==> src/rtl/calendar_date_counter_pkg.sv <==
// -----------------------------------------------------------------------------
// calendar_pkg
// Shared constants for the calendar date counter: month numbers, day-of-week
// codes, calendar sizes, and a small day-of-week increment helper.
// No ports (package). Imported with: import calendar_pkg::*;
// -----------------------------------------------------------------------------
package calendar_pkg;

    // Month numbers as held in the 4-bit month register (1-based).
    localparam logic [3:0] JAN = 4'd1;
    localparam logic [3:0] FEB = 4'd2;
    localparam logic [3:0] MAR = 4'd3;
    localparam logic [3:0] APR = 4'd4;
    localparam logic [3:0] MAY = 4'd5;
    localparam logic [3:0] JUN = 4'd6;
    localparam logic [3:0] JUL = 4'd7;
    localparam logic [3:0] AUG = 4'd8;
    localparam logic [3:0] SEP = 4'd9;
    localparam logic [3:0] OCT = 4'd10;
    localparam logic [3:0] NOV = 4'd11;
    localparam logic [3:0] DEC = 4'd12;

    // Day-of-week codes, 0 = Sunday.
    localparam logic [2:0] DOW_SUN = 3'd0;
    localparam logic [2:0] DOW_MON = 3'd1;
    localparam logic [2:0] DOW_TUE = 3'd2;
    localparam logic [2:0] DOW_WED = 3'd3;
    localparam logic [2:0] DOW_THU = 3'd4;
    localparam logic [2:0] DOW_FRI = 3'd5;
    localparam logic [2:0] DOW_SAT = 3'd6;

    localparam int MONTHS_PER_YEAR = 12;
    localparam int DAYS_PER_WEEK   = 7;

    // Next day of the week, wrapping Saturday back to Sunday.
    function automatic logic [2:0] next_dow(input logic [2:0] cur);
        return (cur == DOW_SAT) ? DOW_SUN : cur + 3'd1;
    endfunction

endpackage

==> src/rtl/calendar_date_counter_if.sv <==
// -----------------------------------------------------------------------------
// calendar_date_counter_if
// Groups the tick/load request signals and the registered date outputs.
//   master: drives day_tick, load_en, load_day/month/year/dow;
//           observes day, month, year, dow, month_wrap, year_wrap, load_err.
//   slave : the calendar core (opposite directions).
// Handshake: day_tick and load_en are single-cycle strobes with no ready;
// the core accepts every strobe and shows the result one cycle later.
// -----------------------------------------------------------------------------
interface calendar_date_counter_if #(
    parameter int YEAR_W = 7
);
    logic              day_tick;
    logic              load_en;
    logic [4:0]        load_day;
    logic [3:0]        load_month;
    logic [YEAR_W-1:0] load_year;
    logic [2:0]        load_dow;

    logic [4:0]        day;
    logic [3:0]        month;
    logic [YEAR_W-1:0] year;
    logic [2:0]        dow;
    logic              month_wrap;
    logic              year_wrap;
    logic              load_err;

    modport master (
        output day_tick, load_en, load_day, load_month, load_year, load_dow,
        input  day, month, year, dow, month_wrap, year_wrap, load_err
    );

    modport slave (
        input  day_tick, load_en, load_day, load_month, load_year, load_dow,
        output day, month, year, dow, month_wrap, year_wrap, load_err
    );
endinterface

==> src/rtl/calendar_date_counter_days_in_month_lut.sv <==
// -----------------------------------------------------------------------------
// days_in_month_lut
// Combinational month-length table.
//   i_month [3:0] : month number 1..12
//   i_leap        : 1 when the year is a leap year
//   o_days  [4:0] : number of days in that month (months outside 1..12 give 31)
// -----------------------------------------------------------------------------
module days_in_month_lut
    import calendar_pkg::*;
(
    input  logic [3:0] i_month,
    input  logic       i_leap,
    output logic [4:0] o_days
);

    always_comb begin
        o_days = 5'd31;
        case (i_month)
            FEB:                o_days = i_leap ? 5'd29 : 5'd28;
            APR, JUN, SEP, NOV: o_days = 5'd30;
            default:            o_days = 5'd31;
        endcase
    end

endmodule

==> src/rtl/calendar_date_counter.sv <==
// -----------------------------------------------------------------------------
// calendar_date_counter
// Holds day, month, year offset and day-of-week; advances one day per
// day_tick and accepts validated loads. All outputs are registered.
//   clk    : system clock
//   rst    : synchronous active-high reset
//   io_cal : calendar_date_counter_if.slave
//            in : day_tick, load_en, load_day, load_month, load_year, load_dow
//            out: day, month, year, dow, month_wrap, year_wrap, load_err
// Optional feature macro: CALENDAR_LEAP_YEAR_EN
//   defined   -> February has 29 days when the year is divisible by 4
//   undefined -> February always has 28 days
// -----------------------------------------------------------------------------
module calendar_date_counter
    import calendar_pkg::*;
#(
    parameter int YEAR_W    = 7,
    parameter int YEAR_MAX  = 99,
    parameter int BASE_YEAR = 2000,
    parameter int RESET_DOW = 6
) (
    input  logic                    clk,
    input  logic                    rst,
    calendar_date_counter_if.slave  io_cal
);

    logic [4:0]        r_day;
    logic [3:0]        r_month;
    logic [YEAR_W-1:0] r_year;
    logic [2:0]        r_dow;
    logic              r_month_wrap;
    logic              r_year_wrap;
    logic              r_load_err;

    logic [1:0]        w_cur_year_lsbs;
    logic [1:0]        w_load_year_lsbs;
    logic              w_cur_leap;
    logic              w_load_leap;
    logic [4:0]        w_cur_dim;
    logic [4:0]        w_load_dim;
    logic              w_load_valid;
    logic [YEAR_W-1:0] w_year_next;

    // Leap parity is taken on the absolute year; with a base year that is a
    // multiple of 400 and a window under a century this is just offset % 4.
    assign w_cur_year_lsbs  = r_year[1:0] + 2'(BASE_YEAR);
    assign w_load_year_lsbs = io_cal.load_year[1:0] + 2'(BASE_YEAR);

`ifdef CALENDAR_LEAP_YEAR_EN
    assign w_cur_leap  = (w_cur_year_lsbs == 2'b00);
    assign w_load_leap = (w_load_year_lsbs == 2'b00);
`else
    // Leap years disabled: the year parity never matters.
    assign w_cur_leap  = 1'b0 & (w_cur_year_lsbs == 2'b00);
    assign w_load_leap = 1'b0 & (w_load_year_lsbs == 2'b00);
`endif

    days_in_month_lut u_dim_cur (
        .i_month (r_month),
        .i_leap  (w_cur_leap),
        .o_days  (w_cur_dim)
    );

    days_in_month_lut u_dim_load (
        .i_month (io_cal.load_month),
        .i_leap  (w_load_leap),
        .o_days  (w_load_dim)
    );

    assign w_load_valid = (io_cal.load_month >= JAN)
                        && (io_cal.load_month <= 4'(MONTHS_PER_YEAR))
                        && (io_cal.load_day   >= 5'd1)
                        && (io_cal.load_day   <= w_load_dim)
                        && (io_cal.load_year  <= YEAR_W'(YEAR_MAX))
                        && (io_cal.load_dow   <  3'(DAYS_PER_WEEK));

    // >= rather than == keeps the year inside the window even if it were
    // ever out of range; loads cannot put it there.
    assign w_year_next = (r_year >= YEAR_W'(YEAR_MAX)) ? '0 : r_year + YEAR_W'(1);

    always_ff @(posedge clk) begin
        // Pulses default low; the branches below raise them for one cycle.
        r_month_wrap <= 1'b0;
        r_year_wrap  <= 1'b0;
        r_load_err   <= 1'b0;
        if (rst) begin
            r_day   <= 5'd1;
            r_month <= JAN;
            r_year  <= '0;
            r_dow   <= 3'(RESET_DOW);
        end else if (io_cal.load_en) begin
            // A load request always consumes the cycle, even when rejected,
            // so a coincident tick is dropped.
            if (w_load_valid) begin
                r_day   <= io_cal.load_day;
                r_month <= io_cal.load_month;
                r_year  <= io_cal.load_year;
                r_dow   <= io_cal.load_dow;
            end else begin
                r_load_err <= 1'b1;
            end
        end else if (io_cal.day_tick) begin
            r_dow <= next_dow(r_dow);
            if (r_day < w_cur_dim) begin
                r_day <= r_day + 5'd1;
            end else begin
                r_day        <= 5'd1;
                r_month_wrap <= 1'b1;
                if (r_month >= DEC) begin
                    r_month     <= JAN;
                    r_year      <= w_year_next;
                    r_year_wrap <= 1'b1;
                end else begin
                    r_month <= r_month + 4'd1;
                end
            end
        end
    end

    assign io_cal.day        = r_day;
    assign io_cal.month      = r_month;
    assign io_cal.year       = r_year;
    assign io_cal.dow        = r_dow;
    assign io_cal.month_wrap = r_month_wrap;
    assign io_cal.year_wrap  = r_year_wrap;
    assign io_cal.load_err   = r_load_err;

endmodule

==> src/flat_wrapper.sv <==
// flat-port wrapper written by rule: the top's interface ports become plain ports
module calendar_date_counter_flat import calendar_pkg::*;
#(
    parameter int YEAR_W    = 7,
    parameter int YEAR_MAX  = 99,
    parameter int BASE_YEAR = 2000,
    parameter int RESET_DOW = 6
)
  (clk, rst, io_cal_day_tick, io_cal_load_en, io_cal_load_day, io_cal_load_month, io_cal_load_year, io_cal_load_dow, io_cal_day, io_cal_month, io_cal_year, io_cal_dow, io_cal_month_wrap, io_cal_year_wrap, io_cal_load_err);
  calendar_date_counter_if #(.YEAR_W(YEAR_W)) io_cal_i ();
  input  logic clk;
  input  logic rst;
  input wire logic [$bits(io_cal_i.day_tick)-1:0] io_cal_day_tick;
  input wire logic [$bits(io_cal_i.load_en)-1:0] io_cal_load_en;
  input wire logic [$bits(io_cal_i.load_day)-1:0] io_cal_load_day;
  input wire logic [$bits(io_cal_i.load_month)-1:0] io_cal_load_month;
  input wire logic [$bits(io_cal_i.load_year)-1:0] io_cal_load_year;
  input wire logic [$bits(io_cal_i.load_dow)-1:0] io_cal_load_dow;
  output wire logic [$bits(io_cal_i.day)-1:0] io_cal_day;
  output wire logic [$bits(io_cal_i.month)-1:0] io_cal_month;
  output wire logic [$bits(io_cal_i.year)-1:0] io_cal_year;
  output wire logic [$bits(io_cal_i.dow)-1:0] io_cal_dow;
  output wire logic [$bits(io_cal_i.month_wrap)-1:0] io_cal_month_wrap;
  output wire logic [$bits(io_cal_i.year_wrap)-1:0] io_cal_year_wrap;
  output wire logic [$bits(io_cal_i.load_err)-1:0] io_cal_load_err;
  assign io_cal_i.day_tick = io_cal_day_tick;
  assign io_cal_i.load_en = io_cal_load_en;
  assign io_cal_i.load_day = io_cal_load_day;
  assign io_cal_i.load_month = io_cal_load_month;
  assign io_cal_i.load_year = io_cal_load_year;
  assign io_cal_i.load_dow = io_cal_load_dow;
  assign io_cal_day = io_cal_i.day;
  assign io_cal_month = io_cal_i.month;
  assign io_cal_year = io_cal_i.year;
  assign io_cal_dow = io_cal_i.dow;
  assign io_cal_month_wrap = io_cal_i.month_wrap;
  assign io_cal_year_wrap = io_cal_i.year_wrap;
  assign io_cal_load_err = io_cal_i.load_err;
  calendar_date_counter #(.YEAR_W(YEAR_W), .YEAR_MAX(YEAR_MAX), .BASE_YEAR(BASE_YEAR), .RESET_DOW(RESET_DOW)) u_core (.clk(clk), .rst(rst), .io_cal(io_cal_i));
endmodule
==> config.mk <==
export PLATFORM = sky130hd
export DESIGN_NAME = calendar_date_counter_flat
export DESIGN_NICKNAME = d
export VERILOG_FILES = /design/src/rtl/calendar_date_counter_pkg.sv /design/src/rtl/calendar_date_counter_if.sv /design/src/rtl/calendar_date_counter_days_in_month_lut.sv /design/src/rtl/calendar_date_counter.sv /design/src/flat_wrapper.sv
export SDC_FILE = /design/constraint.sdc
export NUM_CORES = 1
export LEC_CHECK = 0
export BUFFER_PORTS_ARGS = -buffer_cell sky130_fd_sc_hd__clkbuf_2
export CORE_MARGIN = 5
export CORE_UTILIZATION = 51
export CTS_CLUSTER_SIZE = 20
export DETAILED_ROUTE_END_ITERATION = 16
export PLACE_DENSITY = 0.8
export SYNTH_ARGS = -nofsm -noshare
export SYNTH_HDL_FRONTEND = slang
export SYNTH_SLANG_ARGS = --single-unit
==> constraint.sdc <==
create_clock -name clk -period 2.7 [get_ports clk]
set_input_delay 0.405 -clock clk [delete_from_list [all_inputs] [get_ports clk]]
set_output_delay 0.405 -clock clk [all_outputs]
set_load 0.005 [all_outputs]
==> results of run 1 <==
==> report_power, final <==
group | switching (mW) | internal [mW]
registers | 0.0324 | 0.349
logic | 0.108 | 0.0871
clock network | 0.0946 | 0.0521
==> per-stage QoR <==
step | utilization [%] | std cells | total power [mW] | setup slack (ps) | cell area [um2]
3_3_place_gp | 62.1 | 256 | 0.579 | 252 | 1700
4_1_cts | 62.9 | 259 | 0.726 | 214 | 1720
6_report | 62.9 | 259 | 0.723 | 206 | 1720
5_1_grt | 62.9 | 259 | 0.772 | 34.3 | 1720
2_1_floorplan | - | 185 | 0.507 | 396 | 1450
3_5_place_dp | 62.1 | 256 | 0.584 | 156 | 1700
==> cell type report <==
type,instances,area share [%]
timing repair buffer,48,14.5
clock buffer,3,1.31
multi-input combinational,139,52.8
tap,31,2.25
sequential,22,25.6
inverter,16,3.49
==> worst paths after layout <==
| check | to | slack [ps] | cells past startpoint |
|---|---|---|---|
| worst max-delay path | u_core.io_cal.year[6] | 210 | 10 |
| worst min-delay path | u_core.io_cal.day[4] | 370 | 3 |
| worst max register to register | u_core.io_cal.year[6] | 210 | 10 |
| worst min register to register | u_core.io_cal.year[1] | 500 | 2 |
==> per-layer routing <==
metal / global-route usage [%] / routed length, um / share of wire (%) / vias up
li1: - / - / - / 776
met1: 22.6 / 1590 / 43 / 715
met2: 33.5 / 1850 / 51 / 39
met3: 4.44 / 193 / 5.3 / 2
met4: 3.38 / 18 / 0.49 / 0
met5: 0 / 0 / 0 / -
==> worst register-to-register path: stages (launching register included) <==
cell and delay (ps):
dfxtp_1 440, inv_1 110, ha_1 220, nor3b_1 140, ha_1 280, o2111ai_1 230
nor2_1 110, nand2_1 100, a21boi_2 410, nor2b_1 100, o221a_2 270
==> flip-flops by register name, indices dropped and copies added (netlist names) <==
register,cells
u_core.io_cal.month,4
u_core.io_cal.dow,3
u_core.io_cal.load_err,1
u_core.io_cal.year,7
u_core.io_cal.day,5
u_core.io_cal.month_wrap,1
u_core.io_cal.year_wrap,1
==> cells by family (layout without fill, tap and decap cells) <==
| logic type | Yosys count | after routing | share of synthesized area, % |
|---|---|---|---|
| simple gates | 67 | 67 | 24.0 |
| fa+ha+maj | 9 | 9 | 7.79 |
| compound gates | 61 | 61 | 29.7 |
| mux | 2 | 2 | 1.38 |
| flops | 22 | 22 | 30.4 |
| buf+inv | 24 | 67 | 6.75 |
==> cell usage in the layout, fill, tap and decap left out, drive strengths merged, types with 5 or more instances in the layout <==
cell    count
a211oi      7
a21oi      18
a31oi       7
clkbuf     47
dfxtp      22
ha          9
inv        16
nand2      20
nand3       7
nor2       13
nor3        6
o211ai      5
==> flow_summary.yaml, run 1 <==
synth:
  seq_area_frac_synth_pct: 30.4
  synth_top_area_share_pct: 30.4
  syn_area_mm2: 0.00145
  synth_area_leaders: "dfxtp_1 (30%), ha_1 (7.8%), a21oi_1 (6.2%)"
  synth_common_cells: "dfxtp_1 (22), nand2_1 (20), a21oi_1 (18)"
  synth_nets: 217
  synthCells: 185
  yosysUniqueCellTypes: 40
  syn_avg_cell_area_um2: 7.82
  synth.most_common_cell: "dfxtp_1"
  synth-seq-cells: 22
  synthArstFlopShare_pct: 0
  synth_edf_count: 0
  yosys.area.top_type: "dfxtp_1"
  synthFlopType: "dfxtp_1"
  yosysWarnings: 0
critical_path:
  cp_cell_sequence: "inv_1, ha_1, nor3b_1, ha_1, o2111ai_1, nor2_1, nand2_1, a21boi_2, nor2b_1, o221a_2"
  crit_required_ps: 2900
  end_kind: "flip-flop"
  startpoint: "u_core.io_cal.month[0]"
  start_kind: "flip-flop"
  reg2reg_from: "u_core.io_cal.month[0]"
  crit_buf_inv: 1
  crit_arrival_ps: 2700
  slowest_delay_ps: 440
  path_delay_family: "compound AO/OA/AOI/OAI gates"
  cp_max_fo: 12
  cp_slowest_cell: "dfxtp_1"
  crit_path_frequent_cell: "ha_1"
  critPathKind: "flip-flop to flip-flop"
grt:
  gr-total-overflow: 0
  grt_pass1_wl_um: 6220
  grt_pass1_vias: 1430
  antenna_found_initial: 0
  grt_use_total_pct: 18.7
  grt_max_degree: 21
die:
  die_area_mm2: 0.00400
  rows: 19
  start_util_pct: 52.9
  fp.dieW_um: 63.3
  core_area_mm2: 0.00273
  io_pins: 45
  die_height_um: 63.3
timing:
  skew_ps: 9.31
  min_period_ps: 2490
  slew_violations: 0
  hold_viol: 0
  finalSetupViolCount: 0
  fin_crit_sh_pct: 92.4
  slew_headroom_pct: 60.8
  fmax_ghz: 0.401
  whs_ps: 375
  finalSetupTns_ps: 0
  tightest_slew_ps: 585
  rsz0062_at_grt: "no"
finish:
  final_nets: 262
  fill_cells: 250
  area_delta_synth_final_pct: 18.9
  register_area_um2: 440
  multi_input_area_um2: 908
  n_antenna_cell: 0
  drive_gt1_share_pct: 26.3
placed_design:
  portBuffers: 44
  hpwl_um: 2860
  gp_congestion: 0.881
pwr:
  vdd_drop_max_mv: 0.424
  leakagePower_nw: 0.784
  power.density_mw_per_mm2: 420
route:
  drtAntennaViolNets: 0
  drc_errors: 0
  post_drt_via_cell_ratio: 5.92
  vias: 1532
  drt-pass1-iter-count: 5
  drtIter0Drc: 76
  wl_per_cell_um: 14.1
  wl_um: 3650
cts:
  numCtsBuffers: 3
  cts_sinks: 22
  hold_buffers: 0
  clk_pin_slew_ps: 120
  cts_root_buffer: "clkbuf_4"
  ctsResizeCount: 0
  clockBufferDepth: 2
  cts_tree: "built"
  postCtsSetupBuffers: 0
  clk-insertion-delay-late_ps: 310
  htree_levels: 1
hold_path:
  hp-start: "io_cal_load_day[4]"
  hold_class: "primary input to flip-flop"
outcome:
  status: "finished, final reports clean"
job:
  max_cap_violations: 0
Note: power is estimated with default switching activity, not from simulation.
==> run 2, diff against run 1 <==
--- a/config.mk
+++ b/config.mk
@@ -10,7 +10,7 @@
 export CORE_UTILIZATION = 51
 export CTS_CLUSTER_SIZE = 20
 export DETAILED_ROUTE_END_ITERATION = 16
-export PLACE_DENSITY = 0.8
+export PLACE_DENSITY_LB_ADDON = 0.12
 export SYNTH_ARGS = -nofsm -noshare
 export SYNTH_HDL_FRONTEND = slang
 export SYNTH_SLANG_ARGS = --single-unit
==> run 2 against run 1 <==
Effect of this change: clock skew down 5.7 ps; flip-flop and latch count unchanged; clock power up 73%; highest routed layer unchanged; routed wire length up 5.6%; largest power group unchanged; critical path depth down 1.
==> flow_summary.yaml, run 2 (synthesis gave the netlist of run 1 again) <==
outcome:
  status: "finished, final reports clean"
cts:
  cts_root_buffer: "clkbuf_4"
  cts_tree: "built"
  htree_levels: 1
  cts_sinks: 22
  numCtsBuffers: 3
  clk_pin_slew_ps: 130
  clk-insertion-delay-late_ps: 310
  clockBufferDepth: 2
timing:
  min_period_ps: 2400
  rsz0062_at_grt: "no"
  skew_ps: 3.58
  finalSetupTns_ps: 0
  slew_violations: 0
  slew_headroom_pct: 61.0
  fin_crit_sh_pct: 88.9
  hold_viol: 0
  finalSetupViolCount: 0
  tightest_slew_ps: 582
  fmax_ghz: 0.417
  whs_ps: 385
placed_design:
  hpwl_um: 2990
  portBuffers: 44
  gp_congestion: 0.885
finish:
  register_area_um2: 440
  drive_gt1_share_pct: 26.6
  fill_cells: 236
  n_antenna_cell: 0
  multi_input_area_um2: 916
  area_delta_synth_final_pct: 21.5
  final_core_util_pct: 64.3
  layout_common_cells: "clkbuf_2 (44), dfxtp_1 (22), nand2_1 (20)"
  largest_reg_flops: 7
  final_nets: 262
  layout_commonest_cell: "clkbuf_2"
route:
  post_drt_via_cell_ratio: 5.99
  wl_um: 3860
  vias: 1558
  drtIter0Drc: 114
  wl_per_cell_um: 14.8
  drtAntennaViolNets: 0
  drc_errors: 0
  drt-pass1-iter-count: 4
pwr:
  vdd_drop_max_mv: 0.624
  power.density_mw_per_mm2: 477
  power_uw: 838
  leakagePower_nw: 0.808
job:
  max_cap_violations: 0
die:
  io_pins: 45
  start_util_pct: 52.9
  die_area_mm2: 0.00400
  rows: 19
  die_height_um: 63.3
  fp.dieW_um: 63.3
  core_area_mm2: 0.00273
critical_path:
  critPathKind: "flip-flop to flip-flop"
  cp_max_fo: 12
  crit_arrival_ps: 2620
  crit_path_frequent_cell: "ha_1"
  slowest_delay_ps: 420
  start_kind: "flip-flop"
  crit_required_ps: 2920
  rrSetupSlack_ps: 300
  path_delay_family: "compound AO/OA/AOI/OAI gates"
  end_kind: "flip-flop"
  crit_buf_inv: 0
  cp_slowest_cell: "dfxtp_1"
  cp_cell_sequence: "ha_1, nor3b_1, ha_1, o2111ai_1, nor2_1, nand2_1, a21boi_4, nor2b_1, o221a_2"
grt:
  grt_max_degree: 30
  gr-total-overflow: 0
  grt_pass1_wl_um: 6690
  grt_use_total_pct: 19.4
  antenna_found_initial: 0
  grt_pass1_vias: 1532
hold_path:
  hold_class: "primary input to flip-flop"
-- run 2: cell types whose count changed in the layout (fill, tap and decap cells not counted), sizes merged --
cell / change
bufinv: +1
-- run 2: report_power, final --
part           total (mW)  switching, mW  internal, mW
Sequential          0.379         0.0306         0.349
Clock               0.254          0.104         0.150
Combinational       0.205          0.115        0.0901
-- run 2: final timing paths --
path / startpoint / to / depth (start not counted)
hold / removal: io_cal_load_day[4] / u_core.io_cal.day[4] / 3
hold reg to reg: u_core.io_cal.year[1] / u_core.io_cal.year[1] / 2
setup reg to reg: u_core.io_cal.month[1] / u_core.io_cal.year[6] / 9
setup / recovery: u_core.io_cal.month[1] / u_core.io_cal.year[6] / 9
-- run 2: tightest hold or removal path, cell delays in order --
cell and delay [ps]:
clkbuf_2 90, nand3_1 70, a31oi_1 80
-- run 2: layout make-up --
cell class                 instances  area share [%]
clock buffer                       3            1.28
clock inverter                     1            1.71
inverter                          16            3.42
multi-input combinational        139            52.1
sequential                        22            25.1
tap                               31            2.21
timing repair buffer              48            14.2
-- run 2: timing repair --
item,in CTS,in global routing
hold buffers,0,0
endpoints found under the setup margin,0,5
gates resized for setup,0,1
buffers inserted,0,0
hold endpoints to repair,0,0
-- run 2: through the flow --
step | setup slack [ps] | instances | instance area [um2]
after floorplan | 396 | 185 | 1450
after CTS | 218 | 260 | 1750
after global routing | 52.1 | 260 | 1760
final | 299 | 260 | 1760
after detailed placement | 156 | 256 | 1700
after global placement | 250 | 256 | 1700
-- run 2: routing by layer --
| layer | track usage, % | share of wire, % | wire (um) | vias up |
|---|---|---|---|---|
| met5 | 0 | 0 | 0 | - |
| met4 | 4.42 | 0.62 | 24 | 0 |
| met3 | 4.80 | 7.1 | 275 | 4 |
| met2 | 31.9 | 48 | 1860 | 65 |
| met1 | 25.6 | 44 | 1700 | 711 |
| li1 | - | - | - | 778 |
==> run 3, diff against run 2 <==
--- a/config.mk
+++ b/config.mk
@@ -7,7 +7,7 @@
 export LEC_CHECK = 0
 export BUFFER_PORTS_ARGS = -buffer_cell sky130_fd_sc_hd__clkbuf_2
 export CORE_MARGIN = 5
-export CORE_UTILIZATION = 51
+export CORE_UTILIZATION = 54
 export CTS_CLUSTER_SIZE = 20
 export DETAILED_ROUTE_END_ITERATION = 16
 export PLACE_DENSITY_LB_ADDON = 0.12
==> constraint.sdc (replaced) <==
create_clock -name clk -period 2.85 [get_ports clk]
set_input_delay 0.4275 -clock clk [delete_from_list [all_inputs] [get_ports clk]]
set_output_delay 0.4275 -clock clk [all_outputs]
set_load 0.005 [all_outputs]
==> run 3 against run 2 <==
Effect of this change: die area decreased by 4.7%; highest routed layer unchanged; critical endpoint is now u_core.io_cal.year[1]; setup slack gained 27 ps; largest power group unchanged; flip-flop and latch count stayed put; first-iteration DRC count is 18% higher; hold slack improved by 41 ps; global-route usage increased by 1.4 points; via count grew 0.13%; cell count down 1.2%; critical path depth grew 1; register-to-register slack improved by 30 ps; sequential share of layout area increased by 0.57 points; clock-buffer cell count did not move.
==> flow_summary.yaml, run 3 (synthesis gave the netlist of run 1 again) <==
finish:
  layout_commonest_cell: "clkbuf_2"
  register_area_um2: 440
  largest_reg_flops: 7
  drive_gt1_share_pct: 26.0
  n_antenna_cell: 0
  layout_common_cells: "clkbuf_2 (44), dfxtp_1 (22), nand2_1 (20)"
  stdcell_count: 257
  multi_input_area_um2: 916
  area_delta_synth_final_pct: 18.9
  final_nets: 261
  fill_cells: 229
timing:
  min_period_ps: 2520
  finalSetupViolCount: 0
  fin_crit_sh_pct: 88.6
  tightest_slew_ps: 576
  hold_viol: 0
  rsz0062_at_grt: "no"
  finalSetupTns_ps: 0
  skew_ps: 9.59
  fmax_ghz: 0.396
  slew_violations: 0
  slew_headroom_pct: 61.4
die:
  fp.dieW_um: 61.8
  start_util_pct: 57.3
  io_pins: 45
  core_area_mm2: 0.00252
  die_area_mm2: 0.00381
  die_height_um: 61.8
  rows: 18
hold_path:
  hold_class: "primary input to flip-flop"
critical_path:
  rrSetupSlack_ps: 330
  crit_required_ps: 3070
  slowest_delay_ps: 450
  crit_buf_inv: 1
  end_kind: "flip-flop"
  cp_max_fo: 12
  cp_slowest_cell: "dfxtp_1"
  crit_arrival_ps: 2750
  cp_cell_sequence: "inv_1, ha_1, nor3b_1, ha_1, o2111ai_1, nor2_1, nand2_1, a21boi_4, a221oi_1, a211oi_1"
  critPathKind: "flip-flop to flip-flop"
  path_delay_family: "compound AO/OA/AOI/OAI gates"
  crit_path_frequent_cell: "ha_1"
  start_kind: "flip-flop"
placed_design:
  portBuffers: 44
  place_inst: 254
  gp_congestion: 0.898
  hpwl_um: 2940
route:
  vias: 1560
  wl_um: 3870
  post_drt_via_cell_ratio: 6.07
  drtIter0Drc: 134
  drtAntennaViolNets: 0
  wl_per_cell_um: 15.0
  drt-pass1-iter-count: 4
  drc_errors: 0
cts:
  clockBufferDepth: 2
  cts_sinks: 22
  clk-insertion-delay-late_ps: 310
  htree_levels: 1
  cts_tree: "built"
  cts_root_buffer: "clkbuf_4"
  clk_pin_slew_ps: 120
  hold_buffers: 0
  numCtsBuffers: 3
job:
  max_cap_violations: 0
pwr:
  power.internal_uw: 464
  combPwrFrac_pct: 27.3
  power_uw: 695
  vdd_drop_max_mv: 0.333
  swShare_pct: 33.3
  power.density_mw_per_mm2: 404
  p_switching_uw: 231
  seqPwrFrac_pct: 52.0
  leakagePower_nw: 0.790
  clockPowerShare_pct: 20.8
grt:
  antenna_found_initial: 0
  grt_use_total_pct: 20.9
  gr-total-overflow: 0
  grt_pass1_wl_um: 6070
  grt_pass1_vias: 1472
  grt_max_degree: 30
outcome:
  status: "finished, final reports clean"
run 3: cell types whose count changed in the layout (fill, tap and decap cells not counted), sizes merged:
cell,delta
buf,-1
bufinv,-1
run 3: power by group through the flow:
stage / combinational [mW] / sequential [mW] / clock [mW]
detailed placement: 0.187 / 0.368 / 0
finish: 0.190 / 0.361 / 0.144
CTS: 0.188 / 0.361 / 0.149
global route: 0.212 / 0.365 / 0.162
global placement: 0.180 / 0.365 / 0
floorplan: 0.117 / 0.363 / 0
run 3: per-layer routing:
layer,up-vias,part of all wire (%),GRT usage (%)
li1,775,-,-
met3,5,6.7,5.37
met2,58,47,34.7
met5,-,0,0
met1,722,45,26.2
met4,0,0.91,7.27
run 3: cell type report:
type	instances	area share, %
flip-flops and latches	22	25.6
multi-input cells	139	53.3
repair buffers	47	14.1
clock buffers	3	1.31
well taps	30	2.18
inverters	16	3.49
run 3: final timing paths:
path	cells after the start	start	to
worst max-delay path	10	u_core.io_cal.month[0]	u_core.io_cal.year[1]
worst min register to register	2	u_core.io_cal.year[1]	u_core.io_cal.year[1]
worst min-delay path	3	io_cal_load_day[4]	u_core.io_cal.day[4]
worst max register to register	10	u_core.io_cal.month[0]	u_core.io_cal.year[1]
run 3: per-stage QoR:
stage | hold WS (ps) | area [um2] | setup slack, ps | utilization [%]
floorplan | 478 | 1450 | 523 | -
global placement | 481 | 1690 | 308 | 67.0
detailed placement | 503 | 1690 | 217 | 67.0
CTS | 420 | 1710 | 261 | 67.9
global route | 441 | 1720 | 113 | 68.2
finish | 426 | 1720 | 326 | 68.2
run 3: timing repair:
item	CTS	global route
resized for setup	0	1
buffers inserted	0	0
setup endpoints to repair	0	1
run 3: worst register-to-register path: cells and delay by family, from the launching register on:
| kind | cells | cell delay, ps |
|---|---|---|
| buf+inv | 1 | 110 |
| flops | 1 | 450 |
| simple gates | 3 | 430 |
| compound gates | 4 | 950 |
| fa+ha+maj | 2 | 500 |
